File: src/rtl/mem_arb_pkg.sv
// Shared types and constants for the three-port memory arbiter.
package mem_arb_pkg;

    localparam int unsigned N_REQ = 3;

    localparam logic [1:0] IF_PORT   = 2'd0;
    localparam logic [1:0] DATA_PORT = 2'd1;
    localparam logic [1:0] EXT_PORT  = 2'd2;

    typedef enum logic [1:0] {
        IDLE,
        ACCESS,
        RESP
    } state_e;

    // Round-robin successor; any out-of-range index wraps to IFETCH.
    function automatic logic [1:0] next_port(input logic [1:0] p);
        if (p == IF_PORT)
            return DATA_PORT;
        else if (p == DATA_PORT)
            return EXT_PORT;
        else
            return IF_PORT;
    endfunction

    function automatic logic [N_REQ-1:0] onehot(input logic [1:0] p);
        return N_REQ'(1) << p;
    endfunction

endpackage

File: src/rtl/mem_arbiter_if.sv
// Requester-side and memory-side bus of the arbiter, grouped as one interface.
interface mem_arbiter_if #(
    parameter int unsigned ADDR_W = 64,
    parameter int unsigned DATA_W = 64
);
    import mem_arb_pkg::*;

    logic [N_REQ-1:0]             REQ;
    logic [N_REQ-1:0]             WE;
    logic [N_REQ-1:0][ADDR_W-1:0] ADDR;
    logic [N_REQ-1:0][DATA_W-1:0] WDATA;
    logic [N_REQ-1:0]             GNT;
    logic [N_REQ-1:0]             DONE;
    logic [DATA_W-1:0]            RDATA;
    logic [ADDR_W-1:0]            MEM_ADDR;
    logic [DATA_W-1:0]            MEM_WDATA;
    logic                         MEM_WE;
    logic [DATA_W-1:0]            MEM_RDATA;
    logic                         BUSY;
    logic [1:0]                   OWNER;

    modport master (
        output REQ, WE, ADDR, WDATA, MEM_RDATA,
        input  GNT, DONE, RDATA, MEM_ADDR, MEM_WDATA, MEM_WE, BUSY, OWNER
    );

    modport slave (
        input  REQ, WE, ADDR, WDATA, MEM_RDATA,
        output GNT, DONE, RDATA, MEM_ADDR, MEM_WDATA, MEM_WE, BUSY, OWNER
    );

endinterface

File: src/rtl/rr_picker.sv
// Combinational round-robin selector: searches from the port after last_i.
module rr_picker
    import mem_arb_pkg::*;
(
    input  logic [N_REQ-1:0] req_i,
    input  logic [1:0]       last_i,
    output logic [1:0]       winner_o,
    output logic             valid_o
);

    logic [1:0] c0, c1, c2;

    always_comb begin
        c0       = next_port(last_i);
        c1       = next_port(c0);
        c2       = next_port(c1);
        winner_o = IF_PORT;
        valid_o  = 1'b1;
        if (req_i[c0])
            winner_o = c0;
        else if (req_i[c1])
            winner_o = c1;
        else if (req_i[c2])
            winner_o = c2;
        else
            valid_o = 1'b0;
    end

endmodule

File: src/rtl/mem_arbiter.sv
// Three-requester round-robin arbiter in front of a fixed-latency synchronous memory.
module mem_arbiter
    import mem_arb_pkg::*;
#(
    parameter int unsigned ADDR_W = 64,
    parameter int unsigned DATA_W = 64,
    parameter int unsigned RD_LAT = 1
) (
    input  logic         CLK,
    input  logic         RESET_N,
    mem_arbiter_if.slave bus
);

    localparam logic [2:0] LAT_M1 = 3'(RD_LAT - 1);

    state_e            state_q, state_d;
    logic [1:0]        last_q, last_d;
    logic [1:0]        owner_q, owner_d;
    logic [2:0]        cnt_q, cnt_d;
    logic              we_q, we_d;
    logic [ADDR_W-1:0] addr_q, addr_d;
    logic [DATA_W-1:0] wdata_q, wdata_d;
    logic [DATA_W-1:0] rdata_q, rdata_d;

    logic [1:0]        pick_win;
    logic              pick_vld;
    logic [N_REQ-1:0]  gnt, done;
    logic              mem_we;

    rr_picker u_picker (
        .req_i    (bus.REQ),
        .last_i   (last_q),
        .winner_o (pick_win),
        .valid_o  (pick_vld)
    );

    always_ff @(posedge CLK or negedge RESET_N) begin
        if (!RESET_N) begin
            state_q <= IDLE;
            last_q  <= EXT_PORT;
            owner_q <= IF_PORT;
            cnt_q   <= '0;
            we_q    <= 1'b0;
            addr_q  <= '0;
            wdata_q <= '0;
            rdata_q <= '0;
        end else begin
            state_q <= state_d;
            last_q  <= last_d;
            owner_q <= owner_d;
            cnt_q   <= cnt_d;
            we_q    <= we_d;
            addr_q  <= addr_d;
            wdata_q <= wdata_d;
            rdata_q <= rdata_d;
        end
    end

    always_comb begin
        state_d = state_q;
        last_d  = last_q;
        owner_d = owner_q;
        cnt_d   = cnt_q;
        we_d    = we_q;
        addr_d  = addr_q;
        wdata_d = wdata_q;
        rdata_d = rdata_q;
        gnt     = '0;
        done    = '0;
        mem_we  = 1'b0;
        unique case (state_q)
            IDLE: begin
                if (pick_vld) begin
                    state_d = ACCESS;
                    owner_d = pick_win;
                    last_d  = pick_win;
                    cnt_d   = '0;
                    we_d    = bus.WE[pick_win];
                    addr_d  = bus.ADDR[pick_win];
                    wdata_d = bus.WDATA[pick_win];
                end
            end
            ACCESS: begin
                if (cnt_q == '0)
                    gnt = onehot(owner_q);
                if (we_q) begin
                    mem_we  = 1'b1;
                    state_d = RESP;
                end else if (cnt_q == LAT_M1) begin
                    rdata_d = bus.MEM_RDATA;
                    state_d = RESP;
                end else begin
                    cnt_d = cnt_q + 3'd1;
                end
            end
            RESP: begin
                done    = onehot(owner_q);
                state_d = IDLE;
            end
            default: state_d = IDLE;
        endcase
    end

    // Strobes decode from the state register so reset drops them without waiting for a clock.
    assign bus.GNT       = gnt;
    assign bus.DONE      = done;
    assign bus.MEM_WE    = mem_we;
    assign bus.MEM_ADDR  = addr_q;
    assign bus.MEM_WDATA = wdata_q;
    assign bus.RDATA     = rdata_q;
    assign bus.BUSY      = (state_q != IDLE);
    assign bus.OWNER     = owner_q;

endmodule

File: src/flat_wrapper.sv
// flat-port wrapper written by rule: the top's interface ports become plain ports
module mem_arbiter_flat import mem_arb_pkg::*;
#(
    parameter int unsigned ADDR_W = 64,
    parameter int unsigned DATA_W = 64,
    parameter int unsigned RD_LAT = 1
)
  (CLK, RESET_N, bus_REQ, bus_WE, bus_ADDR, bus_WDATA, bus_MEM_RDATA, bus_GNT, bus_DONE, bus_RDATA, bus_MEM_ADDR, bus_MEM_WDATA, bus_MEM_WE, bus_BUSY, bus_OWNER);
  mem_arbiter_if #(.ADDR_W(ADDR_W), .DATA_W(DATA_W)) bus_i ();
  input  logic CLK;
  input  logic RESET_N;
  input wire logic [$bits(bus_i.REQ)-1:0] bus_REQ;
  input wire logic [$bits(bus_i.WE)-1:0] bus_WE;
  input wire logic [$bits(bus_i.ADDR)-1:0] bus_ADDR;
  input wire logic [$bits(bus_i.WDATA)-1:0] bus_WDATA;
  input wire logic [$bits(bus_i.MEM_RDATA)-1:0] bus_MEM_RDATA;
  output wire logic [$bits(bus_i.GNT)-1:0] bus_GNT;
  output wire logic [$bits(bus_i.DONE)-1:0] bus_DONE;
  output wire logic [$bits(bus_i.RDATA)-1:0] bus_RDATA;
  output wire logic [$bits(bus_i.MEM_ADDR)-1:0] bus_MEM_ADDR;
  output wire logic [$bits(bus_i.MEM_WDATA)-1:0] bus_MEM_WDATA;
  output wire logic [$bits(bus_i.MEM_WE)-1:0] bus_MEM_WE;
  output wire logic [$bits(bus_i.BUSY)-1:0] bus_BUSY;
  output wire logic [$bits(bus_i.OWNER)-1:0] bus_OWNER;
  assign bus_i.REQ = bus_REQ;
  assign bus_i.WE = bus_WE;
  assign bus_i.ADDR = bus_ADDR;
  assign bus_i.WDATA = bus_WDATA;
  assign bus_i.MEM_RDATA = bus_MEM_RDATA;
  assign bus_GNT = bus_i.GNT;
  assign bus_DONE = bus_i.DONE;
  assign bus_RDATA = bus_i.RDATA;
  assign bus_MEM_ADDR = bus_i.MEM_ADDR;
  assign bus_MEM_WDATA = bus_i.MEM_WDATA;
  assign bus_MEM_WE = bus_i.MEM_WE;
  assign bus_BUSY = bus_i.BUSY;
  assign bus_OWNER = bus_i.OWNER;
  mem_arbiter #(.ADDR_W(ADDR_W), .DATA_W(DATA_W), .RD_LAT(RD_LAT)) u_core (.CLK(CLK), .RESET_N(RESET_N), .bus(bus_i));
endmodule
File: config.mk
export PLATFORM = sky130hd
export DESIGN_NAME = mem_arbiter_flat
export DESIGN_NICKNAME = d
export VERILOG_FILES = /design/src/rtl/mem_arb_pkg.sv /design/src/rtl/mem_arbiter_if.sv /design/src/rtl/rr_picker.sv /design/src/rtl/mem_arbiter.sv /design/src/flat_wrapper.sv
export SDC_FILE = /design/constraint.sdc
export NUM_CORES = 1
export LEC_CHECK = 0
export CORE_AREA = 3 3 255 257
export CTS_CLUSTER_SIZE = 24
export DETAILED_ROUTE_END_ITERATION = 10
export DIE_AREA = 0 0 258 260
export GPL_TIMING_DRIVEN = 0
export HOLD_SLACK_MARGIN = 0.08
export PLACE_DENSITY_LB_ADDON = 0.05
export SETUP_SLACK_MARGIN = 0.5
export SLEW_MARGIN = 20
export SYNTH_ARGS = -nofsm -noshare
export SYNTH_HDL_FRONTEND = slang
export SYNTH_SLANG_ARGS = --single-unit
File: constraint.sdc
create_clock -name CLK -period 2.65 [get_ports CLK]
set_input_delay 0.53 -clock CLK [delete_from_list [all_inputs] [get_ports CLK]]
set_output_delay 0.53 -clock CLK [all_outputs]
set_load 0.05 [all_outputs]
Yosys cells after proc, flatten, opt, wreduce, memory -nomap -nowiden
Index checks and enable logic that the tools add are counted.

Flip-flop bits (word level): 202. Latch bits: 0. RAM bits: 0. Memory bits (read-only): 0. Input bits: 456. Output and inout bits: 202. Logic and storage cells: 72. Memories: 0.

Add/sub/neg operators: 1. Multiply operators: 0. Div/mod/pow operators: 0. Order comparisons: 4. Eq/ne operators: 9. Shifts and indexed selects: 1. Multiplexer cells: 37. Bitwise operators: 1. Reductions and logical operators: 11.

Operators with widths (count): binary-select mux 64 bit (select 2 bit) (2); 2-to-1 mux 64 bit (2); 2-to-1 mux 2 bit (12); 2-to-1 mux 3 bit (6); < comparator 2 x 3 -> 1 bit, second input constant (4); 2-to-1 mux 1 bit (9); binary-select mux 1 bit (select 2 bit) (4); equality test 2 x 1 -> 1 bit, second input constant (4); zero test 2 bit (4); one-hot mux 3 bit (2 select lines) (1); != test 2 bit, second input constant (2); one-hot mux 2 bit (2 select lines) (1); AND reduction 2 bit (2); AND reduction 4 bit (1); nonzero test 2 bit (2); adder 3 x 1 -> 3 bit, second input constant (1); zero test 3 bit (1); != test 3 x 1 -> 1 bit, second input constant (1); AND reduction 3 bit (1); << shifter 1 x 2 -> 3 bit, first input constant (1); equality test 2 bit, second input constant (1); != test 2 x 1 -> 1 bit, second input constant (1); inverter 1 bit (1).

Longest topological paths before layout
Gate-level depths: netlist of the first run.

Word-level depth: 16. Depth in mapped cells: 7. Depth with buffers taken out: 6.

Hierarchy
From an unflattened synthesis of the first run, not the netlist that was laid out.

Cells, all modules: 1044. Area total of the unflattened synthesis: 10085.9 um2.

By module, submodules not included: mem_arbiter (instances 1, cells an instance 1036, area each 10027.1 um2, sequential area each 5031.1 um2); rr_picker (instances 1, cells an instance 8, area each 58.8 um2, sequential area each 0.0 um2).

Worst setup path after synthesis of the first run
OpenSTA, ideal clock, no wires.

Path type: register -> output. Start: register u_core.cnt_q[0]. End: output bus_GNT[0]. Arrival time: 1956 ps. Data required time: 2120 ps. Setup slack: 164 ps. Stages on the path, launching flop included: 6. Path buffers: 0. Path through: dfrtp_1 > inv_1 > ha_1 > nor2b_1 > nand2_1 > nor3_1.

Word-level cells in the longest chain between the ends: 3.

RTL lines: start: declaration (RTL line mem_arbiter.sv:19) `logic [2:0] cnt_q, cnt_d;`; start signal: assignment (RTL line mem_arbiter.sv:51) `cnt_q <= cnt_d;`; zero test 3 bit (RTL line mem_arbiter.sv:84) `if (cnt_q == '0)`; 2-to-1 mux 3 bit (RTL line mem_arbiter.sv:84); 2-to-1 mux 3 bit (RTL line mem_arbiter.sv:71) `unique case (state_q)`; end: declaration (RTL line flat_wrapper.sv:17) `output wire logic [$bits(bus_i.GNT)-1:0] bus_GNT;`.

Every way passes these cells.

Final worst setup path of the first run
Start: register u_core.cnt_q[1]. End: output bus_GNT[0].

The elaborated chain is that of the path after synthesis.

==> flow_metrics.py, run 1 <==
metrics = {
    "outcome": {
        "status": "completed",
    },
    "setup_path": {
        "critPathMaxStageDelay_ps": 380,
        "crit_buf_inv": 2,
        "cpLargestDelayFamily": "flip-flops",
        "path_max_fanout": 4,
        "cp_data_required_time_ps": 2120,
        "regToRegSetupSlack_ps": 590,
        "start_kind": "flip-flop",
        "cpMaxStageDelayCell": "dfrtp_1",
        "crit_type": "reg2out",
        "cp.arrival_ps": 1690,
        "cp-end-kind": "output port",
        "path_cells": "inv_2 -> ha_4 -> nor2b_4 -> nand2_4 -> nor3_4 -> buf_6",
    },
    "placed_design": {
        "gp_congestion": 0.7930,
        "io_buffers": 657,
        "place_ws_ps": -482.7,
        "hpwl_mm": 47.79,
        "post-place-cells": 2286,
    },
    "timing": {
        "rsz0062_at_grt": "yes",
        "tightest_slew_ps": 652.7,
        "period_minus_slack_ps": 2218,
        "slew_violations": 0,
        "hold_ws_ps": 478.2,
        "setup-tns-final_ps": 0,
        "final_hold_viol_count": 0,
        "worst_slack_ps": 432.0,
        "setup-violations-final": 0,
        "max_slew_margin_pct": 56.66,
        "fmax_ghz": 0.4509,
        "final.period_utilization_pct": 83.70,
        "fin_skew_ps": 26.23,
    },
    "clock_tree": {
        "clkTransAtPathRegs_ps": 50,
        "cts_root_buffer": "clkbuf_16",
        "clk_latency_ps": 580,
        "clk_path_buf_depth": 3,
        "clock_sinks": 201,
        "cts_buffers": 28,
        "cts_tree": "yes",
        "htree_num_levels": 1,
    },
    "drt": {
        "drtPass1Iterations": 4,
        "vias": 9666,
        "viasPerCell": 4.111,
        "ant_nets": 0,
        "wl_per_cell_microns": 25.28,
        "remaining_drc_errors": 0,
        "drt_iter0_drc": 455,
        "wl_mm": 59.45,
    },
    "layout": {
        "fin_nets": 1937,
        "syn2layout_area_growth_pct": 90.70,
        "layout_common_cells": "clkdlybuf4s50_1, dfrtp_1, dlygate4sd2_1",
        "drive_above_1_share_pct": 10.87,
        "layout_commonest_cell": "clkdlybuf4s50_1",
        "regArea_sq_mm": 0.005036,
        "final_cells": 2351,
        "fillers": 6620,
        "multi_input_area_sq_mm": 0.004189,
    },
    "grt": {
        "grt-ovfl-total": 0,
        "grt_pass1_vias": 10390,
        "grt_pass1_wl_mm": 81.59,
        "grt.total_usage_pct": 16.93,
        "grt_max_degree": 74,
        "antenna_found_initial": 23,
    },
    "yosys": {
        "synth_cells": 781,
        "syn_nets": 1239,
        "yosysSeqAreaShare_pct": 52.80,
        "synth-seq-cells": 201,
        "netlist_area_sq_mm": 0.009529,
        "postSynthAreaPerCell_sq_um": 12.20,
        "yosysWarnings": 0,
        "yosysUniqueCellTypes": 34,
    },
    "floorplanning": {
        "dieArea_sq_mm": 0.06708,
        "coreArea_sq_mm": 0.06297,
        "die_y_microns": 260,
        "start_util_pct": 15.13,
        "ios": 658,
        "rows": 92,
        "die_w_microns": 258,
    },
    "power": {
        "power.leakage_nw": 7.821,
        "ir_worst_vdd_v": 0.0004642,
        "power.density_mw_per_mm2": 1297,
        "power_mw": 23.57,
    },
    "worst_hold_path": {
        "hp-class": "reg2reg",
    },
    "run": {
        "drv_cap": 0,
    },
}
cells in the mapped netlist:
master | number | area share [%]
a21oi_1 | 1 | 0.052
a2bb2oi_2 | 1 | 0.16
a32oi_1 | 129 | 12
and2_1 | 1 | 0.066
and2b_4 | 1 | 0.11
buf_1 | 6 | 0.24
buf_2 | 29 | 1.5
buf_4 | 21 | 1.7
clkbuf_1 | 20 | 0.79
clkbuf_2 | 2 | 0.11
dfrtp_1 | 200 | 53
dfstp_2 | 1 | 0.28
ha_1 | 2 | 0.26
inv_1 | 5 | 0.20
mux2_1 | 60 | 7.1
mux2_2 | 4 | 0.47
mux2i_1 | 129 | 14
nand2_1 | 10 | 0.39
nand2_2 | 1 | 0.066
nand2b_1 | 5 | 0.33
nand3_1 | 1 | 0.052
nor2_1 | 7 | 0.28
nor2_2 | 1 | 0.066
nor2_4 | 1 | 0.12
nor2b_1 | 3 | 0.20
nor3_1 | 2 | 0.11
nor4b_1 | 1 | 0.092
o21ai_0 | 22 | 1.2
o21ai_1 | 109 | 5.7
o21ai_2 | 1 | 0.092
o22ai_1 | 1 | 0.066
o22ai_2 | 1 | 0.13
or3_1 | 2 | 0.13
xnor2_1 | 1 | 0.092
cell type report:
| type | count | area share (%) |
|---|---|---|
| clock buffer | 46 | 4.833 |
| buffer | 78 | 2.499 |
| tap | 846 | 5.825 |
| antenna | 6 | 0.08262 |
| sequential | 201 | 27.71 |
| clock inverter | 4 | 0.1721 |
| inverter | 5 | 0.1033 |
| multi-input combinational | 497 | 23.05 |
| timing repair buffer | 668 | 35.72 |
path summary, 6_finish.rpt:
path	endpoint	start	cells after the start
max	bus_GNT[0]	u_core.cnt_q[1]$_DFFE_PN0P_	6
min in group asynchronous	u_core.bus.RDATA[39]$_DFFE_PN0P_	RESET_N	2
max reg2reg	u_core.bus.MEM_ADDR[36]$_DFFE_PN0P_	u_core.bus.OWNER[0]$_DFFE_PN0P_	6
max in group asynchronous	u_core.last_q[1]$_DFFE_PN1P_	RESET_N	3
min reg2reg	u_core.bus.RDATA[19]$_DFFE_PN0P_	u_core.bus.RDATA[19]$_DFFE_PN0P_	1
min	u_core.bus.RDATA[19]$_DFFE_PN0P_	u_core.bus.RDATA[19]$_DFFE_PN0P_	1
worst register-to-register path, delay by kind of cell, from the launching register on:
family | cells | cell delay, ps
AO/OA/AOI/OAI | 3 | 720
buffers and inverters | 2 | 440
flip-flops | 1 | 460
AND/OR/NAND/NOR | 1 | 280
routing by layer:
layer  global-route usage (%)  vias to the layer above  routed length, microns
met5                        0                        -                     209
met3                    7.596                       83                    5963
met2                    30.14                      396                   30250
met4                    3.429                       32                    1014
li1                         -                     4455                       -
met1                    18.61                     4700                   22010
flip-flops by register name (all words and copies together), names as in the netlist:
name	cells
u_core.bus.MEM_ADDR	64
u_core.bus.MEM_WDATA	64
u_core.last_q	1
u_core.cnt_q	3
u_core.bus.OWNER	2
u_core.we_q	1
u_core.bus.RDATA	64
u_core.state_q	2
cells by family (layout without fill, tap and decap cells):
kind of cell	count (synthesis)	in the layout	share of synthesized area [%]
flip-flops	201	201	52.80
other	0	6	0
XOR/XNOR	1	1	0.09193
AND/OR/NAND/NOR	36	36	1.996
adder cells (fa/ha/maj)	2	2	0.2626
multiplexers	193	193	21.11
AO/OA/AOI/OAI	265	265	19.24
buffers and inverters	83	801	4.504
per-stage QoR:
stage	area (sq um)	utilization (%)
after floorplan	9539	-
after global placement	17170	27.28
after detailed placement	17230	27.37
after CTS	18090	28.72
after global routing	18170	28.86
final	18170	28.86
where the power goes:
part,internal [mW],leakage (nW),switching [mW]
registers,4.65,2.42,0.798
logic,4.25,4.95,10.1
clock network,2.24,0.451,1.58
total,11.1,7.82,12.4
timing repair:
item                                   4_1_cts  5_1_grt
cloned                                       0        0
endpoints found under the hold margin       60        0
hold buffers                                 1        0
setup buffers                                7        1
setup endpoints to repair                  362       72
pin swaps                                    2        2
resized for setup                          287       27
Note: power is estimated with default switching activity, not from simulation.
==> run 2, diff against run 1 <==
--- a/config.mk
+++ b/config.mk
@@ -5,10 +5,10 @@
 export SDC_FILE = /design/constraint.sdc
 export NUM_CORES = 1
 export LEC_CHECK = 0
-export CORE_AREA = 3 3 255 257
+export CORE_AREA = 3 3 258 260
 export CTS_CLUSTER_SIZE = 24
 export DETAILED_ROUTE_END_ITERATION = 10
-export DIE_AREA = 0 0 258 260
+export DIE_AREA = 0 0 261 263
 export GPL_TIMING_DRIVEN = 0
 export HOLD_SLACK_MARGIN = 0.08
 export PLACE_DENSITY_LB_ADDON = 0.05
==> constraint.sdc (replaced) <==
create_clock -name CLK -period 1.8 [get_ports CLK]
set_input_delay 0.36 -clock CLK [delete_from_list [all_inputs] [get_ports CLK]]
set_output_delay 0.36 -clock CLK [all_outputs]
set_load 0.05 [all_outputs]
==> run 2 against run 1 <==
  * The flow now finishes with violations (setup timing)
  * Largest cell class unchanged
  * Critical endpoint unchanged
  * Die area up 2.3%
  * Global-route usage increased by 0.088 points
  * Clock power up 54%
  * Largest power group unchanged
==> flow_metrics.py, run 2 (synthesized netlist as in run 1, its figures left out) <==
metrics = {
    "clock_tree": {
        "cts_root_buffer": "clkbuf_16",
        "clock_sinks": 201,
        "htree_num_levels": 1,
        "clk_path_buf_depth": 3,
        "cts_tree": "yes",
        "clkTransAtPathRegs_ps": 60,
        "cts_buffers": 30,
        "clk_latency_ps": 590,
    },
    "grt": {
        "grt_max_degree": 77,
        "grt_pass1_vias": 10650,
        "grt.total_usage_pct": 17.02,
        "antenna_found_initial": 13,
        "grt-ovfl-total": 0,
        "grt_pass1_wl_mm": 83.70,
    },
    "timing": {
        "tightest_slew_ps": 545.0,
        "final_hold_viol_count": 0,
        "slew_violations": 0,
        "fin_skew_ps": 14.79,
        "period_minus_slack_ps": 2116,
        "setup-violations-final": 87,
        "final.period_utilization_pct": 117.6,
        "max_slew_margin_pct": 63.67,
        "worst_slack_ps": -316.2,
        "rsz0062_at_grt": "yes",
        "fmax_ghz": 0.4725,
    },
    "setup_path": {
        "cp_data_required_time_ps": 1440,
        "ff2ff_path_depth": 10,
        "cp-end-kind": "output port",
        "regToRegSetupSlack_ps": -210,
        "r2r_end": "u_core.bus.RDATA[7]$_DFFE_PN0P_",
        "path_max_fanout": 4,
        "start_kind": "flip-flop",
        "r2r-start": "u_core.cnt_q[1]$_DFFE_PN0P_",
        "crit_type": "reg2out",
        "cp.arrival_ps": 1760,
    },
    "floorplanning": {
        "ios": 658,
        "dieArea_sq_mm": 0.06864,
        "rows": 93,
        "die_w_microns": 261,
        "die_y_microns": 263,
        "start_util_pct": 14.81,
        "coreArea_sq_mm": 0.06435,
    },
    "placed_design": {
        "gp_congestion": 0.7958,
        "io_buffers": 657,
        "hpwl_mm": 47.53,
        "placed_area_sq_mm": 0.01760,
        "place_ws_ps": -811.6,
    },
    "outcome": {
        "violations": "setup timing",
        "status": "complete, but fails checks",
    },
    "layout": {
        "layout_commonest_cell": "clkdlybuf4s50_1",
        "syn2layout_area_growth_pct": 132.5,
        "layout_common_cells": "clkdlybuf4s50_1, buf_6, dfrtp_1",
        "fin_nets": 2081,
        "drive_above_1_share_pct": 40.96,
        "fillers": 6457,
        "design_area_sq_mm": 0.02216,
    },
    "worst_hold_path": {
        "hp-class": "in2async",
    },
    "power": {
        "ir_worst_vdd_v": 0.0008503,
        "power_mw": 44.90,
        "power.density_mw_per_mm2": 2026,
        "power.leakage_nw": 9.375,
    },
    "drt": {
        "drtPass1Iterations": 4,
        "remaining_drc_errors": 0,
        "drt_iter0_drc": 344,
        "ant_nets": 0,
        "wl_mm": 64.07,
        "wl_per_cell_microns": 25.56,
        "vias": 10330,
        "viasPerCell": 4.122,
    },
    "run": {
        "drv_cap": 0,
    },
}
## run 2: changes by cell type in the layout (fill, tap and decap cells not counted), sizes merged
cell / previous run / this run
clkdlybuf4s15: 9 / 0
clkbuf: 73 / 90
dlygate4sd2: 184 / 0
clkinv: 4 / 3
dlymetal6s2s: 0 / 1
clkdlybuf4s50: 454 / 453
inv: 5 / 6
diode: 6 / 9
buf: 71 / 391
## run 2: repair_timing
action | CTS | global route
gates cloned | 11 | 19
hold buffers | 1 | 0
setup endpoints to repair | 402 | 402
hold endpoints to repair | 49 | 0
setup buffers | 46 | 74
resized for setup | 1524 | 237
pin swaps | 20 | 62
## run 2: where the power goes
part / switching, mW / total [mW] / internal, mW / leakage, nW
registers: 1.76 / 8.63 / 6.87 / 2.42
clock network: 2.38 / 5.87 / 3.49 / 0.476
logic: 16.7 / 30.4 / 13.7 / 6.48
## run 2: area by class of cell
| cell class | count | area (sq um) | share of cell area, % |
|---|---|---|---|
| multi-input cells | 497 | 5250 | 23.70 |
| plain buffers | 78 | 991.0 | 4.473 |
| diodes | 9 | 22.52 | 0.1016 |
| clock inverters | 4 | 35.03 | 0.1581 |
| repair buffers | 810 | 8803 | 39.73 |
| inverters | 5 | 18.77 | 0.08471 |
| well taps | 855 | 1070 | 4.828 |
| flip-flops and latches | 201 | 5037 | 22.74 |
| clock buffers | 48 | 928.4 | 4.190 |
## run 2: worst max-delay path by stage
stage / start / endpoint / slack, ps
2_1_floorplan: u_core.cnt_q[0]$_DFFE_PN0P_ / u_core.bus.RDATA[10]$_DFFE_PN0P_ / 80
3_3_place_gp: RESET_N / u_core.bus.OWNER[1]$_DFFE_PN0P_ / -11900
3_5_place_dp: bus_REQ[1] / u_core.bus.MEM_WDATA[60]$_DFFE_PN0P_ / -810
4_1_cts: u_core.cnt_q[1]$_DFFE_PN0P_ / bus_GNT[0] / -380
5_1_grt: u_core.cnt_q[1]$_DFFE_PN0P_ / bus_GNT[0] / -410
6_report: u_core.cnt_q[1]$_DFFE_PN0P_ / bus_GNT[0] / -320
## run 2: worst max-delay path: stages (launching register included)
cell and delay, ps:
dfrtp_1 390, inv_2 80, ha_4 120, nor2b_4 170, nand2_4 100, nor3_4 120, buf_6 180
## run 2: metrics by stage
step                      TNS [ps]  cells  hold slack, ps  util (%)
after global routing        -23000   2505           325.0     34.42
after CTS                   -13630   2405           287.6     31.03
after floorplan                  0    781           64.41         -
after detailed placement   -103140   2295           326.8     27.35
after global placement    -2132520   2293           469.6     27.26
final                       -11950   2507           327.5     34.43
## run 2: per-layer routing
metal	global-route usage, %	part of all wire [%]
met1	19.51	39
met2	30.78	52
met3	4.974	6.9
met4	4.270	1.8
met5	0	0.11
